<file path="config.mk">
export PLATFORM = sky130hd
export DESIGN_NAME = encoder_4x2_seq
export DESIGN_NICKNAME = d
export VERILOG_FILES = /design/src/rtl/encoder_4x2_seq.sv
export SDC_FILE = /design/constraint.sdc
export NUM_CORES = 1
export LEC_CHECK = 0
export ABC_AREA = 0
export CORE_MARGIN = 2
export CORE_UTILIZATION = 60
export CTS_CLUSTER_DIAMETER = 100
export DETAILED_ROUTE_END_ITERATION = 10
export DONT_BUFFER_PORTS = 1
export PLACE_DENSITY = 0.76
export SYNTH_ARGS = -nofsm -noshare
export SYNTH_HDL_FRONTEND = slang
export SYNTH_SLANG_ARGS = --single-unit
export TNS_END_PERCENT = 30
</file>
<file path="constraint.sdc">
create_clock -name clk -period 2.11 [get_ports clk]
set_input_delay 0.3165 -clock clk [delete_from_list [all_inputs] [get_ports clk]]
set_output_delay 0.3165 -clock clk [all_outputs]
set_load 0.005 [all_outputs]
</file>
<file path="src/rtl/encoder_4x2_seq.sv">
// Sequential 4-to-2 priority encoder: captures a request pattern once it has been
// stable for STABLE_CYCLES clocks and holds the code under a valid/ack handshake.
module encoder_4x2_seq #(
   parameter int STABLE_CYCLES = 4,
   parameter int CNT_W         = 8
) (
   input  logic       clk,
   input  logic       rst,
   input  logic [3:0] I,
   input  logic       ack,
   output logic       A,
   output logic       B,
   output logic       multi,
   output logic       valid,
   output logic       busy
);

   typedef enum logic [1:0] {IDLE, SETTLE, HOLD, RELEASE} state_t;

   localparam logic [CNT_W-1:0] LAST = CNT_W'(STABLE_CYCLES - 1);

   state_t           state, state_n;
   logic [3:0]       snap, snap_n;
   logic [CNT_W-1:0] cnt, cnt_n;
   logic             latch, release_code;
   logic [1:0]       code;
   logic             multi_hot;

   // Code is derived from the live inputs; it is only stored on the latch edge.
   always_comb begin
      if (I[3])      code = 2'd3;
      else if (I[2]) code = 2'd2;
      else if (I[1]) code = 2'd1;
      else           code = 2'd0;
      multi_hot = (I & (I - 4'd1)) != 4'd0;
   end

   always_comb begin
      state_n      = state;
      snap_n       = snap;
      cnt_n        = cnt;
      latch        = 1'b0;
      release_code = 1'b0;
      case (state)
         IDLE: begin
            if (I != 4'd0) begin
               if (STABLE_CYCLES == 1) begin
                  latch   = 1'b1;
                  state_n = HOLD;
               end else begin
                  snap_n  = I;
                  cnt_n   = CNT_W'(1);
                  state_n = SETTLE;
               end
            end
         end
         SETTLE: begin
            if (I == 4'd0) begin
               cnt_n   = '0;
               state_n = IDLE;
            end else if (I != snap) begin
               snap_n = I;
               cnt_n  = CNT_W'(1);
            end else if (cnt == LAST) begin
               latch   = 1'b1;
               cnt_n   = '0;
               state_n = HOLD;
            end else begin
               cnt_n = cnt + CNT_W'(1);
            end
         end
         HOLD: begin
            if (ack) begin
               release_code = 1'b1;
               state_n      = RELEASE;
            end
         end
         RELEASE: begin
            // Wait for the request to drop so a held line is never captured twice.
            if (I == 4'd0) state_n = IDLE;
         end
         default: state_n = IDLE;
      endcase
   end

   always_ff @(posedge clk) begin
      if (rst) begin
         state <= IDLE;
         snap  <= '0;
         cnt   <= '0;
         A     <= 1'b0;
         B     <= 1'b0;
         multi <= 1'b0;
         valid <= 1'b0;
         busy  <= 1'b0;
      end else begin
         state <= state_n;
         snap  <= snap_n;
         cnt   <= cnt_n;
         busy  <= (state_n != IDLE);
         if (latch) begin
            A     <= code[1];
            B     <= code[0];
            multi <= multi_hot;
            valid <= 1'b1;
         end else if (release_code) begin
            valid <= 1'b0;
         end
      end
   end

endmodule

</file>
==> impl_metrics.csv <==
group,metric,value,unit
outcome,outcome,"finished clean",
clock_tree,hold_buffers,0,
global_route,grt_use_total,24.4,%
power_and_ir_drop,leakage,0.381,nW
drt,vias,929,
hold_path,min_path_cells,1,
setup_path,arrival,1960,ps
sta,drv_slew,0,
global_route,first_global_vias,878,
clock_tree,clk_latency,300,ps
synthesis,syn_area,0.00107,sq mm
drt,avgViaCountPerCell,6.41,
floorplan,io_pins,12,
sta,finalSetupViolations,0,
clock_tree,path_clk_slew,110,ps
sta,relSlewSlack,61.9,%
synthesis,synth_edf_count,0,
global_route,grt.overflow.total,0,
cells_and_area,drive_gt1_share,10.0,%
drt,drtPass1Iterations,4,
floorplan,die_w,46.3,microns
synthesis,ys_warn_count,0,
drt,wl_per_cell,15.2,microns
power_and_ir_drop,power.density,850,mW/mm^2
setup_path,slowest_delay,530,ps
sta,period_needed,1730,ps
place,portBuffers,0,
drt,drtAntennaViolNets,0,
synthesis,syn_nets,129,
synthesis,ys_seq_elements,19,
sta,hold_violations,0,
setup_path,crit_type,"flip-flop to flip-flop",
global_route,grt_pass1_wl,3700,microns
setup_path,start_kind,"flip-flop",
clock_tree,cts_buffer_depth,2,
synthesis,synthTopCellsByCount,"19 x dfxtp_1, 8 x a31oi_1, 8 x o21ai_0",
floorplan,num_rows,15,
floorplan,initial_core_util,62.9,%
synthesis,avgSynthCellArea,8.87,sq um
sta,rsz0062_at_grt,"no",
synthesis,synth_area_leaders,"dfxtp_1 35%, a31oi_1 4.7%, xnor2_1 4.1%, nor4_4 4.0%, mux2i_1 3.7%",
clock_tree,post_cts_resized,0,
sta,fin_skew,7.64,ps
synthesis,synth_most_common_cell,"dfxtp_1",
synthesis,async_reset_ff_share,0,%
global_route,antenna_found_initial,0,
clock_tree,cts_tree,"done",
setup_path,reg2reg_depth,5,
clock_tree,numCtsBuffers,3,
setup_path,cp_cell_sequence,"ha_1 -> nor4b_1 -> and2_0 -> or4b_1 -> a31oi_1",
floorplan,fp.dieH,46.3,microns
synthesis,synth_top_area_share,35.4,%
place,hpwl,1580,microns
clock_tree,post-cts-setup-buffers,0,
synthesis,synth_ff_type,"dfxtp_1",
hold_path,hold_path_class,"input port to flip-flop",
cells_and_area,layout.nets,129,
sta,fin_tns_setup,0,ps
cells_and_area,finish.utilization,65.1,%
synthesis,synth.distinct_cells,40,
sta,tightest_slew,568,ps
sta,finalCritPeriodShare,81.8,%
setup_path,critPathSlowestCell,"or4b_1",
job,cap_violations,0,
floorplan,core,0.00171,sq mm
clock_tree,ctsHtreeMaxLevel,1,
place,finalWeightedCongestion,0.860,
setup_path,cp-end-kind,"flip-flop",
floorplan,die_area,0.00214,sq mm
cells_and_area,syn_to_final_growth,3.50,%
drt,wl,2200,microns
drt,drtIter0Drc,18,
setup_path,path_max_fanout,6,
synthesis,yosysSeqAreaShare,35.4,%
clock_tree,cts.sinks,19,
power_and_ir_drop,vdd_drop_max,0.556,mV
global_route,grt_max_degree,20,
clock_tree,root_buffer,"clkbuf_4",
setup_path,required,2350,ps
cells_and_area,diodes,0,
synthesis,synth_area_leader_cell,"dfxtp_1",
drt,drc,0,
synthesis,synthCells,121,
sta,fmax,580,MHz
worst paths after layout:
kind                  startpoint             endpoint  slack (ps)
max          cnt[0]$_SDFFE_PP0P_  cnt[7]$_SDFFE_PP0P_         380
min                          rst       A$_SDFFE_PP0P_          70
max reg2reg  cnt[0]$_SDFFE_PP0P_  cnt[7]$_SDFFE_PP0P_         380
min reg2reg  cnt[1]$_SDFFE_PP0P_  cnt[1]$_SDFFE_PP0P_         470
kinds of logic after synthesis:
group	count (synthesis)	synth area share (%)
simple gates	45	28.9
compound gates	33	20.4
flops	19	35.4
buf+inv	13	5.36
xor+xnor	5	4.08
mux	4	3.73
fa+ha+maj	2	2.10
routing by layer:
metal	wire length (microns)	part of all wire [%]	vias up	global-route usage [%]
met5	0	0	-	0
met1	1010	46	439	28.4
met2	1040	47	31	41.7
li1	-	-	454	-
met3	109	5.0	5	5.10
met4	46	2.1	0	12.0
critical path, delay by kind of cell (launching register included):
| family | cells | cell delay, ps |
|---|---|---|
| flip-flops | 1 | 340 |
| adder cells (fa/ha/maj) | 1 | 230 |
| AND/OR/NAND/NOR | 3 | 930 |
| AO/OA/AOI/OAI | 1 | 160 |
final cells by class:
class	instances	area, sq um
inverter	6	22.5
sequential	19	380
fill	136	597
timing repair buffer	2	15.0
clock buffer	4	26.3
multi-input combinational	89	636
tap	25	31.3
cells in the final DEF, fill, tap and decap left out, drive strengths merged:
cell and count:
a211oi 2, a21boi 1, a21o 1, a21oi 4
a31oi 8, a41oi 4, and2 2, and3 2
and4 2, buf 2, clkbuf 4, dfxtp 19
ha 1, inv 6, maj3 1, mux2i 4
nand2 6, nand2b 6, nand3 3, nand3b 1
nand4 4, nand4b 1, nor2 3, nor3 4
nor4 2, nor4b 1, o21ai 8, o21bai 1
o221ai 2, o22ai 1, o31ai 1, or2b 3
or3 2, or4 1, or4b 2, xnor2 5
metrics by stage:
stage | hold slack, ps | area [sq um] | cells | setup WS (ps) | total power [W]
after floorplan | 440 | 1070 | 121 | 509 | 0.000721
after global placement | 389 | 1080 | 141 | 432 | 0.000756
after detailed placement | 389 | 1080 | 141 | 401 | 0.000763
after CTS | 65.9 | 1110 | 145 | 381 | 0.000945
after global routing | 57.9 | 1110 | 145 | 204 | 0.000999
final | 71.7 | 1110 | 145 | 385 | 0.000945
power by group:
part	internal (W)	total (W)	switching (W)
Combinational	0.000130	0.000301	0.000170
Sequential	0.000407	0.000459	0.0000522
Clock	0.0000737	0.000185	0.000111
Total	0.000611	0.000945	0.000334
state kept, by name (all words and copies together), names as in the netlist:
| register | flops |
|---|---|
| snap | 4 |
| cnt | 8 |
| busy | 1 |
| valid | 1 |
| A | 1 |
| multi | 1 |
| B | 1 |
| state | 2 |
Power figures use the tool's default switching activity.
